**src/rtl/instruction_fetch.sv**
```systemverilog
// Instruction fetch unit: walks the program ROM, assembles 1- or 2-byte
// instructions and presents them to execute with a valid/ready handshake.
// A redirect from execute reloads the fetch address and flushes the
// partially fetched instruction.
module instruction_fetch #(
    parameter logic [7:0] RESET_PC = 8'h00,
    parameter logic [7:0] NOP_BYTE = 8'h70
) (
    input  logic       clk,
    input  logic       reset,
    output logic [7:0] address_bus,
    input  logic [7:0] data_bus,
    output logic       instr_valid,
    input  logic       instr_ready,
    output logic [7:0] instr_byte0,
    output logic [7:0] instr_byte1,
    output logic       instr_two_byte,
    output logic [1:0] instr_class,
    output logic [1:0] instr_rd,
    output logic [1:0] instr_rs,
    output logic [7:0] instr_pc,
    input  logic       redirect,
    input  logic [7:0] redirect_target
);

    typedef enum logic [1:0] {F1, F2, HOLD} state_t;

    state_t     state, state_nxt;
    logic [7:0] pc, pc_nxt;
    logic [7:0] byte0_nxt, byte1_nxt, ipc_nxt;

    // Length is decided from the opcode byte alone.
    function automatic logic is_two_byte(input logic [7:0] b);
        return (b[7:4] == 4'b1000) || (b[7:5] == 3'b101);
    endfunction

    assign address_bus = pc;

    // Next-state and datapath-load selection; redirect overrides everything.
    always_comb begin
        state_nxt = state;
        pc_nxt    = pc;
        byte0_nxt = instr_byte0;
        byte1_nxt = instr_byte1;
        ipc_nxt   = instr_pc;
        case (state)
            F1: begin
                byte0_nxt = data_bus;
                byte1_nxt = 8'h00;
                ipc_nxt   = pc;
                pc_nxt    = pc + 8'd1;
                state_nxt = is_two_byte(data_bus) ? F2 : HOLD;
            end
            F2: begin
                byte1_nxt = data_bus;
                pc_nxt    = pc + 8'd1;
                state_nxt = HOLD;
            end
            HOLD: begin
                if (instr_ready) state_nxt = F1;
            end
            default: state_nxt = F1;
        endcase
        // A redirect discards whatever this cycle would have loaded; the held
        // instruction (if any) is treated as consumed.
        if (redirect) begin
            pc_nxt    = redirect_target;
            state_nxt = F1;
            byte0_nxt = instr_byte0;
            byte1_nxt = instr_byte1;
            ipc_nxt   = instr_pc;
        end
    end

    // State, pc and instruction registers; valid is registered off next state
    // so it is high exactly while the FSM sits in HOLD.
    always_ff @(posedge clk or posedge reset) begin
        if (reset) begin
            state       <= F1;
            pc          <= RESET_PC;
            instr_valid <= 1'b0;
            instr_byte0 <= NOP_BYTE;
            instr_byte1 <= 8'h00;
            instr_pc    <= 8'h00;
        end else begin
            state       <= state_nxt;
            pc          <= pc_nxt;
            instr_valid <= (state_nxt == HOLD);
            instr_byte0 <= byte0_nxt;
            instr_byte1 <= byte1_nxt;
            instr_pc    <= ipc_nxt;
        end
    end

    // Field decode straight off the held opcode byte (only registers feed it).
    always_comb begin
        instr_two_byte = is_two_byte(instr_byte0);
        if (instr_byte0[7:5] == 3'b101)       instr_class = 2'd3;
        else if (instr_byte0[7:4] == 4'b1000) instr_class = 2'd2;
        else if (instr_byte0[7:4] == 4'b1001) instr_class = 2'd1;
        else                                  instr_class = 2'd0;
        if (instr_class == 2'd0) begin
            instr_rd = instr_byte0[3:2];
            instr_rs = instr_byte0[1:0];
        end else begin
            instr_rd = instr_byte0[1:0];
            instr_rs = 2'b00;
        end
    end

endmodule

```
**config.mk**
```make
export PLATFORM = sky130hd
export DESIGN_NAME = instruction_fetch
export DESIGN_NICKNAME = d
export VERILOG_FILES = /design/src/rtl/instruction_fetch.sv
export SDC_FILE = /design/constraint.sdc
export NUM_CORES = 1
export LEC_CHECK = 0
export ABC_CLOCK_PERIOD_IN_PS = 3200
export BUFFER_PORTS_ARGS = -buffer_cell sky130_fd_sc_hd__buf_2
export CORE_AREA = 3 3 71 53
export CTS_CLUSTER_DIAMETER = 100
export DETAILED_ROUTE_END_ITERATION = 12
export DIE_AREA = 0 0 74 56
export PLACE_DENSITY = 0.83
export SYNTH_ARGS = -nofsm -noshare
export SYNTH_HDL_FRONTEND = slang
export SYNTH_SLANG_ARGS = --single-unit
export TNS_END_PERCENT = 1
```
**constraint.sdc**
```tcl
create_clock -name clk -period 3.2 [get_ports clk]
set_clock_uncertainty 0.2 [all_clocks]
set_input_delay 0.16 -clock clk [delete_from_list [all_inputs] [get_ports clk]]
set_output_delay 0.16 -clock clk [all_outputs]
set_load 0.03 [all_outputs]
```
Word level (Yosys, flattened, before mapping)
Cells that the tools add are included.
{ "word_totals": {"output_inout_bits": 40, "in_bits": 20, "elab_cells": 37, "ff_bits": 35} }
{ "classes": {"eq_ne": 8, "bitwise_logic": 1, "n_reduce_logical": 9, "add_sub_neg": 1, "mux": 12} }
{ "op_table": {"columns": ["operator", "count"], "rows": [
  ["8-bit 2-to-1 mux", 2],
  ["8-bit one-hot mux with 2 select lines", 1],
  ["2-bit 2-to-1 mux", 7],
  ["4-bit == test (second input constant)", 3],
  ["8-bit by 1-bit adder with 8-bit output (second input constant)", 1],
  ["3-bit == test (second input constant)", 2],
  ["2-bit one-hot mux with 3 select lines", 1],
  ["2-bit == test (second input constant)", 2],
  ["2-bit logical NOT", 2],
  ["2-bit AND reduction", 2],
  ["2-bit nonzero test", 2],
  ["2-bit by 1-bit == test with 1-bit output (second input constant)", 1],
  ["1-bit logical OR", 2],
  ["2-bit OR reduction", 1],
  ["1-bit 2-to-1 mux", 1],
  ["1-bit inverter", 1]
]} }

Depth between registers and ports, before layout
Gate-level depths: netlist of the first run.
{ "depth": {"depth_word": 6, "mapped_depth": 6, "depth_no_buf": 4} }

Worst setup path after synthesis of the first run
No wires, ideal clock.
{ "synth_path": {"path_kind": "register to output", "start": "register instr_byte0[7]", "end": "output port instr_class[1]", "setup_slack_ns": 1.327, "n_path_buf": 1, "arrival_ns": 1.513, "path_stages_with_launch": 4, "cell_sequence": "dfrtp_1 > nand2b_1 > a21oi_1 > buf_4"} }
{ "synth_between": {"elab_chain_len": 3, "word_cells_on_any_way": 4} }
{ "synth_lines": {"columns": ["element", "line", "source"], "rows": [
  ["from (decl)", "15", "output logic [7:0] instr_byte0,"],
  ["from (signal assigned)", "89", "instr_byte0 <= byte0_nxt;"],
  ["4-bit == test", "99", "else if (instr_byte0[7:4] == 4'b1000) instr_class = 2'd2;"],
  ["2-bit 2-to-1 mux", "99", null],
  ["2-bit 2-to-1 mux (*)", "98", "if (instr_byte0[7:5] == 3'b101) instr_class = 2'd3;"],
  ["to (decl)", "18", "output logic [1:0] instr_class,"]
]} }
Every way passes the cells marked *; elsewhere a longest branch is shown, timed or not.

Worst setup path after layout of the first run
{ "layout_path": {"start": "register state[1]", "end": "register instr_pc[0]"} }
{ "layout_between": {"elab_chain_len": 2} }
{ "layout_lines": {"columns": ["element", "line", "source"], "rows": [
  ["from (decl)", "28", "state_t state, state_nxt;"],
  ["from (signal assigned)", "86", "state <= state_nxt;"],
  ["2-bit logical NOT", "46", "case (state)"],
  ["2-bit AND reduction (no source line)", null, null],
  ["to (signal assigned)", "91", "instr_pc <= ipc_nxt;"],
  ["to (decl)", "21", "output logic [7:0] instr_pc,"]
]} }
Every way passes these cells.
A chain may end at the register's enable or synchronous reset.

==> reports/summary.txt, run 1 <==
share of cells above drive strength 1 -> 0.412
Die Ht -> 56 µm
Post-CTS Setup Repair Bufs -> 0
synthesized area per cell -> 11.7 µm²
DRC -> 0
cts bufs inserted -> 5
Slew headroom -> 0.623
Synth area leaders -> dfrtp_1 49%, mux2_4 9.3%, mux2_2 5.6%
Area Overhead vs Synth -> 34.2%
Inst Count DP -> 229
Flop pwr share -> 0.424
H-tree levels -> 2
post-synth top area cell -> dfrtp_1
CP max stage delay -> 0.48 ns
Die ar. -> 4140 µm²
Startpoint Class -> register
Final HPWL DP -> 2.50 mm
Net Sw Power -> 472 µW
synth unique cells -> 31
port buffer count -> 59
Final nets -> 236
required time of the worst setup path -> 3.17 ns
crit share post-route -> 0.631
Initial DRT Pass Iterations -> 4
sequential fraction of the synthesis area -> 0.543
first-pass GRT wire length -> 6.18 mm
post-route ant nets -> 0
GP Congestion -> 0.721
Internal -> 864 µW
vias in the first global route -> 1,318
CTS tree -> done
status -> finished clean
Seq cells post-synth -> 35
later-pin clock latency in the skew report -> 0.29 ns
Initial Util -> 0.518
clock tree buffer depth -> 2
Num Clock Sinks -> 35
DR WL/cell -> 14.7 µm
sw frac -> 0.353
slowest CP cell -> dfrtp_1
Max FO, Critical Path -> 17
Arr. time, crit path -> 1.99 ns
gr usage total -> 0.199
crit end category -> register
final hold viol count -> 0
CTS root buf -> clkbuf_8
CTS clk-pin slew, worst paths -> 0.07 ns
leakage power -> 1.08 nW
VDD IR-drop max -> 0.318 mV
MaxCap Viol Count -> 0
Slew Limit Fails -> 0
antenna violations before repair -> 0
critical path type -> register to register
max frequency -> 0.495 GHz
Fin Hold WS -> 0.0530 ns
Ys Warns -> 0
Core ar. -> 3130 µm²
cts hold-fix bufs -> 17
Post-Layout Cell Count -> 254
vias -> 1,301
largest net degree at the start of global routing -> 36
Mapped Cells -> 139
pwr dens -> 614 nW/µm²
post-synth top area share -> 0.494
RSZ-0062 raised after global routing -> no
# diodes -> 0
Worst Tran Pin Value -> 0.565 ns
DR iter-0 viols -> 67
Overall Power -> 1.34 mW
Setup Viol. Count Final -> 0
Period minus WS final -> 2.02 ns
die width -> 74 µm
Synthesized Nets -> 160
via density per instance -> 5.12
total grt overflow -> 0
post-CTS resize count -> 0
min-delay worst type -> input port to register
combinational share of power -> 0.316
setup_tns -> 0 ns
Routed WL -> 3.74 mm
IO Pins -> 60
num rows -> 17
Post-Syn Area -> 1620 µm²
cell chain of the critical path -> or2_1 > nor2_8 > mux2_2
clock share of power -> 0.260
==> cell usage after synthesis <==
cell type,n
nand3b_1,1
or4_1,2
ha_1,1
inv_1,5
buf_2,1
nor2_8,1
mux2i_1,1
clkbuf_1,3
buf_12,1
o311ai_0,1
mux2_4,10
xor2_1,4
buf_6,2
nor4b_1,1
a21oi_1,1
nand3_1,4
and3_1,2
o211ai_1,2
nand2b_1,2
dfstp_2,3
and2_1,2
o21ai_0,15
or2_1,1
dfrtp_1,32
or4b_1,1
nand4b_1,2
nand4_1,1
mux2_2,8
nor2_1,4
buf_4,1
nand2_1,24
==> worst max-delay path, delay by kind of cell (launching register included) <==
family,cells,cell delay (ns)
flops,1,0.48
mux,1,0.38
simple gates,2,0.84
==> registers in the layout, summed over array words and instances, names as in the netlist <==
name and cells:
state 2, instr_byte0 8, instr_byte1 8, address_bus 8, instr_valid 1, instr_pc 8
==> cells by family after synthesis <==
family                   after synthesis  share of synthesized area
flip-flops                            35                      0.543
AO/OA/AOI/OAI                         19                     0.0641
multiplexers                          19                      0.154
buffers and inverters                 13                     0.0525
adder cells (fa/ha/maj)                1                    0.00772
AND/OR/NAND/NOR                       48                      0.157
XOR/XNOR                               4                     0.0216
==> worst paths after layout <==
check	cells past startpoint	start	endpoint	slack (ns)
max	3	state[1]	instr_pc[0]	1.18
min	3	instr_ready	instr_valid	0.05
max reg2reg	3	state[1]	instr_pc[0]	1.18
min reg2reg	2	instr_byte1[7]	instr_byte1[7]	0.28
max in group asynchronous	4	reset	instr_byte0[4]	2.17
min in group asynchronous	4	reset	instr_byte0[2]	0.30
==> power by group through the flow <==
stage,clock network (mW),logic (mW),registers (mW)
after floorplan,0,0.185,0.681
after global placement,0,0.400,0.572
after detailed placement,0,0.407,0.571
after CTS,0.353,0.424,0.565
after global routing,0.372,0.450,0.575
final,0.347,0.423,0.566
==> final cells by class <==
cell class / count / area [µm²]
Sequential cell: 35 / 880
Fill cell: 230 / 952
Clock buffer: 8 / 100
Multi-Input combinational cell: 91 / 656
Timing Repair Buffer: 77 / 473
Inverter: 5 / 18.8
Tap cell: 38 / 47.5
==> layer usage <==
layer | global-route usage | share of wire | wire (µm) | up-vias
met4 | 0.103 | 0.025 | 95 | 0
li1 | - | - | - | 632
met2 | 0.303 | 0.46 | 1710 | 46
met5 | 0 | 0 | 0 | -
met1 | 0.245 | 0.45 | 1670 | 614
met3 | 0.0722 | 0.071 | 266 | 9
==> placed cells by master, fill, tap and decap left out, types with 2 or more instances in the layout <==
master	instances
buf_2	59
dfrtp_1	32
nand2_1	24
dlygate4sd3_1	17
o21ai_0	15
mux2_4	10
mux2_2	8
clkbuf_8	7
inv_1	5
nor2_1	4
nand3_1	4
xor2_1	4
dfstp_2	3
nand2b_1	2
and2_1	2
and3_1	2
nand4b_1	2
o211ai_1	2
or4_1	2
==> metrics by stage <==
step | cell area [µm²] | setup slack [ns] | utilization
after global routing | 2170 | 1.07 | 0.695
after CTS | 2170 | 1.19 | 0.695
after detailed placement | 1900 | 1.20 | 0.609
final | 2170 | 1.18 | 0.695
after floorplan | 1620 | 1.33 | -
after global placement | 1900 | 1.24 | 0.609
Note: power is estimated with default switching activity, not from simulation.
==> run 2, diff against run 1 <==
==> config.mk (replaced) <==
export PLATFORM = sky130hd
export DESIGN_NAME = instruction_fetch
export DESIGN_NICKNAME = d
export VERILOG_FILES = /design/src/rtl/instruction_fetch.sv
export SDC_FILE = /design/constraint.sdc
export NUM_CORES = 1
export LEC_CHECK = 0
export ABC_AREA = 1
export ABC_CLOCK_PERIOD_IN_PS = 2100
export BUFFER_PORTS_ARGS = -buffer_cell sky130_fd_sc_hd__buf_2
export CORE_AREA = 3 3 74 55
export CTS_CLUSTER_DIAMETER = 100
export DETAILED_ROUTE_END_ITERATION = 12
export DIE_AREA = 0 0 77 58
export PLACE_DENSITY = 0.77
export SYNTH_ARGS = -nofsm -noshare
export SYNTH_HDL_FRONTEND = slang
export SYNTH_SLANG_ARGS = --single-unit
export TNS_END_PERCENT = 1
==> constraint.sdc (replaced) <==
create_clock -name clk -period 2.1 [get_ports clk]
set_clock_uncertainty 0.2 [all_clocks]
set_input_delay 0.105 -clock clk [delete_from_list [all_inputs] [get_ports clk]]
set_output_delay 0.105 -clock clk [all_outputs]
set_load 0.03 [all_outputs]
==> reports/summary.txt, run 2 <==
status -> finished clean (unchanged)
VDD IR-drop max -> 0.586 mV (was 0.318 mV)
post-synth top area share -> 0.492 (was 0.494)
min-delay worst type -> input port to register (unchanged)
setup_tns -> 0 ns (unchanged)
first-pass GRT wire length -> 6.56 mm (was 6.18 mm)
WP buf/inv -> 4 (was 0)
Num Clock Sinks -> 35 (unchanged)
critical path type -> input port to register (was register to register)
MaxCap Viol Count -> 0 (unchanged)
# diodes -> 0 (unchanged)
Seq cells post-synth -> 35 (unchanged)
DR WL/cell -> 11.9 µm (was 14.7 µm)
Final HPWL DP -> 2.75 mm (was 2.50 mm)
pwr dens -> 918 nW/µm² (was 614 nW/µm²)
Reg area -> 880 µm² (unchanged)
CTS tree -> done (unchanged)
Die ar. -> 4470 µm² (was 4140 µm²)
Flop pwr share -> 0.420 (was 0.424)
CP most frequent cell -> dlygate4sd3_1
cts bufs inserted -> 5 (unchanged)
Synth Area in Compound Gates -> 0.143 (was 0.0641)
Max FO, Critical Path -> 3 (was 17)
leakage power -> 1.21 nW (was 1.08 nW)
EDFF count, synth -> 0 (unchanged)
Initial Util -> 0.472 (was 0.518)
clock share of power -> 0.251 (was 0.260)
most common cell in the synthesized netlist -> nand2_1 (was dfrtp_1)
slowest CP cell -> dlygate4sd3_1 (was dfrtp_1)
IO Pins -> 60 (unchanged)
Routed WL -> 3.92 mm (was 3.74 mm)
Startpoint Class -> input port (was register)
H-tree levels -> 2 (unchanged)
mux contribution to synthesized area -> 0 (was 0.154)
synth cell count leaders -> 44 x nand2_1, 32 x dfrtp_1, 31 x inv_1 (was 32 x dfrtp_1, 24 x nand2_1, 15 x o21ai_0)
Worst Tran Pin Value -> 0.508 ns (was 0.565 ns)
die width -> 77 µm (was 74 µm)
share of cells above drive strength 1 -> 0.279 (was 0.412)
commonest non-fill, non-tap cells in the layout -> 59 x buf_2, 44 x nand2_1, 32 x dfrtp_1 (was 59 x buf_2, 32 x dfrtp_1, 24 x nand2_1)
Core ar. -> 3450 µm² (was 3130 µm²)
vias in the first global route -> 1,396 (was 1,318)
required time of the worst setup path -> 2.12 ns (was 3.17 ns)
final hold viol count -> 0 (unchanged)
asr flop ratio synth -> 1.00 (unchanged)
later-pin clock latency in the skew report -> 0.28 ns (was 0.29 ns)
Synth area leaders -> dfrtp_1 49%, nand2_1 10%, o21ai_1 9.2% (was dfrtp_1 49%, mux2_4 9.3%, mux2_2 5.6%)
total grt overflow -> 0 (unchanged)
Primary FF master, synth -> dfrtp_1 (unchanged)
DRC -> 0 (unchanged)
Final Instance Area -> 2240 µm² (was 2170 µm²)
Setup Viol. Count Final -> 0 (unchanged)
DR iter-0 viols -> 142 (was 67)
Die Ht -> 58 µm (was 56 µm)
crit end category -> register (unchanged)
cell chain of the critical path -> dlygate4sd3_1 > buf_2 > inv_1 > nor2_1 > nor4_1 > dlygate4sd3_1 (was or2_1 > nor2_8 > mux2_2)
post-route ant nets -> 0 (unchanged)
synth unique cells -> 21 (was 31)
Internal -> 1.29 mW (was 864 µW)
largest family of logic cells by synthesized area -> simple AND/OR/NAND/NOR gates (unchanged)
sw frac -> 0.374 (was 0.353)
port buffer count -> 59 (unchanged)
Ys Warns -> 0 (unchanged)
via density per instance -> 4.66 (was 5.12)
num rows -> 18 (was 17)
synthesized area per cell -> 8.18 µm² (was 11.7 µm²)
sequential fraction of the synthesis area -> 0.540 (was 0.543)
Slew headroom -> 0.660 (was 0.623)
clock tree buffer depth -> 2 (unchanged)
multi-input logic area -> 569 µm² (was 656 µm²)
vias -> 1,538 (was 1,301)
antenna violations before repair -> 0 (unchanged)
Slew Limit Fails -> 0 (unchanged)
max frequency -> 0.590 GHz
RSZ-0062 raised after global routing -> no (unchanged)
most common cell after layout, fill and taps aside -> buf_2 (unchanged)
GP Congestion -> 0.867 (was 0.721)
largest net degree at the start of global routing -> 36 (unchanged)
CTS root buf -> clkbuf_8 (unchanged)
crit share post-route -> 0.807
Post-Syn Area -> 1630 µm² (was 1620 µm²)
Net Sw Power -> 771 µW (was 472 µW)
Top delay family on crit path -> buffers and inverters (was simple AND/OR/NAND/NOR gates)
CTS clk-pin slew, worst paths -> 0.06 ns (was 0.07 ns)
Post-Synth Adder-Cell Area -> 0.00769 (was 0.00772)
Final nets -> 300 (was 236)
number of fill cells -> 297 (was 230)
Area Overhead vs Synth -> 37.8% (was 34.2%)
Period minus WS final -> 1.69 ns
post-synth top area cell -> dfrtp_1 (unchanged)
gr usage total -> 0.189 (was 0.199)
placed cell area -> 1950 µm² (was 1900 µm²)
Mapped Cells -> 199 (was 139)
Fin Hold WS -> 0.0144 ns (was 0.0530 ns)
Initial DRT Pass Iterations -> 4 (unchanged)
combinational share of power -> 0.328 (was 0.316)
Synthesized Nets -> 220 (was 160)
Simple-Gate Fraction of Synth Area -> 0.194 (was 0.157)
xor/xnor share of the synthesized area -> 0.00538 (was 0.0216)
CP max stage delay -> 0.57 ns (was 0.48 ns)
Arr. time, crit path -> 1.71 ns (was 1.99 ns)
==> run 2: changes by cell type in the layout (fill, tap and decap cells not counted), sizes merged, moves of 3 or more <==
cell,previous run,this run
nand2,24,46
inv,5,35
nand3,4,12
xor2,4,1
nor2,5,14
mux2,18,0
o21ai,15,41
==> run 2: tightest hold or removal path, cell delays in order <==
cell and delay (ns):
buf_2 0.18, nand2_1 0.08, nand3_1 0.07
==> run 2: final cells by class <==
| type | instances | share of cell area |
|---|---|---|
| clock buffers | 8 | 0.0446 |
| inverters | 35 | 0.0586 |
| multi-input cells | 122 | 0.254 |
| flip-flops and latches | 35 | 0.392 |
| well taps | 50 | 0.0279 |
| repair buffers | 80 | 0.223 |
==> run 2: path summary, 6_finish.rpt <==
path	from	endpoint	slack, ns	cells past startpoint
max	data_bus[4]	state[0]	0.41	6
min	redirect	address_bus[3]	0.01	3
max reg2reg	state[1]	state[0]	0.48	4
min reg2reg	instr_byte1[5]	instr_byte1[5]	0.28	2
max in group asynchronous	reset	instr_byte0[6]	1.09	4
min in group asynchronous	reset	instr_byte1[2]	0.27	4
==> run 2: cell families after synthesis <==
logic type,after synthesis
DFF,35
and+or+nand+nor,75
xor gates and xnor gates,1
adders and majority gates,1
AOI/OAI and AO/OA,45
buffers and inverters,42
==> run 2: what timing repair did <==
action | CTS | global route
hold buffers | 19 | 0
gates resized for setup | 0 | 0
buffers inserted | 0 | 0
setup endpoints to repair | 0 | 0
endpoints found under the hold margin | 51 | 0
==> run 2: power by group through the flow <==
stage	Sequential, mW	Clock, mW	Combinational (mW)
floorplan	1.07	0	0.261
global placement	0.877	0	0.640
detailed placement	0.878	0	0.650
CTS	0.867	0.530	0.679
global route	0.883	0.561	0.737
finish	0.866	0.517	0.676
==> run 2: routing by layer <==
layer / global-route usage / up-vias / routed length (µm)
met4: 0.0711 / 0 / 36
met5: 0 / - / 0
met2: 0.285 / 49 / 1760
met3: 0.0559 / 4 / 264
met1: 0.261 / 698 / 1860
li1: - / 787 / -
==> run 2: metrics by stage <==
stage          setup WS [ns]  instances  total power, mW   util
3_5_place_dp           0.502        303             1.53  0.567
2_1_floorplan          0.163        199             1.33      -
4_1_cts                0.440        330             2.08  0.651
6_report               0.406        330             2.06  0.651
5_1_grt                0.255        330             2.18  0.651
3_3_place_gp           0.536        303             1.52  0.567
==> run 3, diff against run 2 <==
--- a/config.mk
+++ b/config.mk
@@ -6,7 +6,7 @@
 export NUM_CORES = 1
 export LEC_CHECK = 0
 export ABC_AREA = 1
-export ABC_CLOCK_PERIOD_IN_PS = 2100
+export ABC_CLOCK_PERIOD_IN_PS = 1600
 export BUFFER_PORTS_ARGS = -buffer_cell sky130_fd_sc_hd__buf_2
 export CORE_AREA = 3 3 74 55
 export CTS_CLUSTER_DIAMETER = 100
==> constraint.sdc (replaced) <==
create_clock -name clk -period 1.6 [get_ports clk]
set_clock_uncertainty 0.2 [all_clocks]
set_input_delay 0.08 -clock clk [delete_from_list [all_inputs] [get_ports clk]]
set_output_delay 0.08 -clock clk [all_outputs]
set_load 0.03 [all_outputs]
==> reports/summary.txt, run 3 (same netlist as run 2, synthesis figures left out) <==
GP Congestion -> 0.848 (was 0.867)
Setup Viol. Count Final -> 0 (unchanged)
CTS clk-pin slew, worst paths -> 0.07 ns (was 0.06 ns)
multi-input logic area -> 604 µm² (was 569 µm²)
IO Pins -> 60 (unchanged)
gr usage total -> 0.206 (was 0.189)
Initial Util -> 0.472 (unchanged)
Initial DRT Pass Iterations -> 4 (unchanged)
Post-Layout Cell Count -> 335 (was 330)
H-tree levels -> 2 (unchanged)
DR WL/cell -> 12.6 µm (was 11.9 µm)
flop-to-flop setup slack -> 0.16 ns (was 0.48 ns)
Arr. time, crit path -> 1.28 ns (was 1.71 ns)
largest net degree at the start of global routing -> 36 (unchanged)
VDD IR-drop max -> 0.667 mV (was 0.586 mV)
Reg area -> 880 µm² (unchanged)
vias in the first global route -> 1,512 (was 1,396)
Area Overhead vs Synth -> 43.2% (was 37.8%)
Routed WL -> 4.23 mm (was 3.92 mm)
Final HPWL DP -> 2.73 mm (was 2.75 mm)
status -> finished clean (unchanged)
min-delay worst type -> input port to asynchronous set/reset pin (was input port to register)
number of fill cells -> 280 (was 297)
most common cell after layout, fill and taps aside -> buf_2 (unchanged)
Die Ht -> 58 µm (unchanged)
max frequency -> 0.642 GHz
Max FO, Critical Path -> 6 (was 3)
Final nets -> 305 (was 300)
first-pass GRT wire length -> 7.17 mm (was 6.56 mm)
port buffer count -> 59 (unchanged)
RSZ-0062 raised after global routing -> yes (was no)
Worst Tran Pin Value -> 0.437 ns (was 0.508 ns)
num rows -> 18 (unchanged)
cts bufs inserted -> 5 (unchanged)
later-pin clock latency in the skew report -> 0.29 ns (was 0.28 ns)
Num Clock Sinks -> 35 (unchanged)
required time of the worst setup path -> 1.32 ns (was 2.12 ns)
Die ar. -> 4470 µm² (unchanged)
Slew Limit Fails -> 0 (unchanged)
Inst Count DP -> 304 (was 303)
vias -> 1,579 (was 1,538)
total grt overflow -> 0 (unchanged)
DR iter-0 viols -> 136 (was 142)
leakage power -> 1.24 nW (was 1.21 nW)
CP Launch Point -> instr_byte0[6] (was data_bus[4])
R2R Path Start -> state[1] (unchanged)
Period minus WS final -> 1.56 ns
CTS root buf -> clkbuf_8 (unchanged)
Reg2Reg Depth -> 5 (was 4)
critical path type -> register to output pin (was input port to register)
Overall Power -> 2.74 mW (was 2.06 mW)
MaxCap Viol Count -> 0 (unchanged)
via density per instance -> 4.71 (was 4.66)
CTS tree -> done (unchanged)
antenna violations before repair -> 0 (unchanged)
DRC -> 0 (unchanged)
post-route ant nets -> 0 (unchanged)
Slew headroom -> 0.709 (was 0.660)
Startpoint Class -> register (was input port)
Core ar. -> 3450 µm² (unchanged)
clock tree buffer depth -> 2 (unchanged)
commonest non-fill, non-tap cells in the layout -> 54 x buf_2, 43 x nand2_1, 32 x dfrtp_1 (was 59 x buf_2, 44 x nand2_1, 32 x dfrtp_1)
pwr dens -> 1170 nW/µm² (was 918 nW/µm²)
share of cells above drive strength 1 -> 0.295 (was 0.279)
# diodes -> 0 (unchanged)
crit end category -> output pin (was register)
crit share post-route -> 0.974
final hold viol count -> 0 (unchanged)
die width -> 77 µm (unchanged)
run 3: cell type report:
class / count / area share
tap: 50 / 0.0268
clock buffer: 7 / 0.0370
timing repair buffer: 85 / 0.240
clock inverter: 1 / 0.00215
sequential: 35 / 0.377
inverter: 35 / 0.0574
multi-input combinational: 122 / 0.259
run 3: report_power, final:
group          leakage, nW  switching (mW)  internal [mW]
registers            0.426           0.112           1.03
clock network       0.0482           0.302          0.347
logic                0.762           0.641          0.305
run 3: worst max-delay path, stage by stage (launching register included):
cell     delay, ns
dfstp_2       0.57
nor2_4        0.05
inv_4         0.09
nand2_1       0.05
o21ai_1       0.07
buf_4         0.17
run 3: worst paths after layout:
| kind | endpoint |
|---|---|
| worst max-delay path | instr_rd[0] |
| worst min-delay path | instr_byte1[0] |
| worst max register to register | instr_byte1[0] |
| worst min register to register | instr_byte1[3] |
| max in group asynchronous | instr_byte0[5] |
| min in group clk | instr_byte1[3] |
run 3: per-stage QoR:
step | hold WS (ns) | setup TNS [ns] | setup slack [ns] | util | area, µm²
2_1_floorplan | -0.00816 | 0 | 0.0167 | - | 1640
3_3_place_gp | -0.00861 | 0 | 0.0748 | 0.572 | 1970
3_5_place_dp | -0.00255 | 0 | 0.0320 | 0.572 | 1970
4_1_cts | 0.240 | -0.0477 | -0.0248 | 0.663 | 2290
5_1_grt | 0.301 | -0.0938 | -0.0498 | 0.676 | 2330
6_report | 0.233 | 0 | 0.0413 | 0.676 | 2330
run 3: metal layers:
layer | vias up | global-route usage | share of wire
li1 | 806 | - | -
met4 | 0 | 0.0685 | 0.015
met5 | - | 0 | 0
met1 | 713 | 0.287 | 0.47
met3 | 7 | 0.0435 | 0.055
met2 | 53 | 0.328 | 0.46
run 3: what timing repair did:
item	CTS	global route
hold buffers	21	0
setup buffers	0	2
gates cloned	0	0
gates resized for setup	4	11
hold endpoints to repair	54	0
pin swaps	0	3
endpoints found under the setup margin	6	24
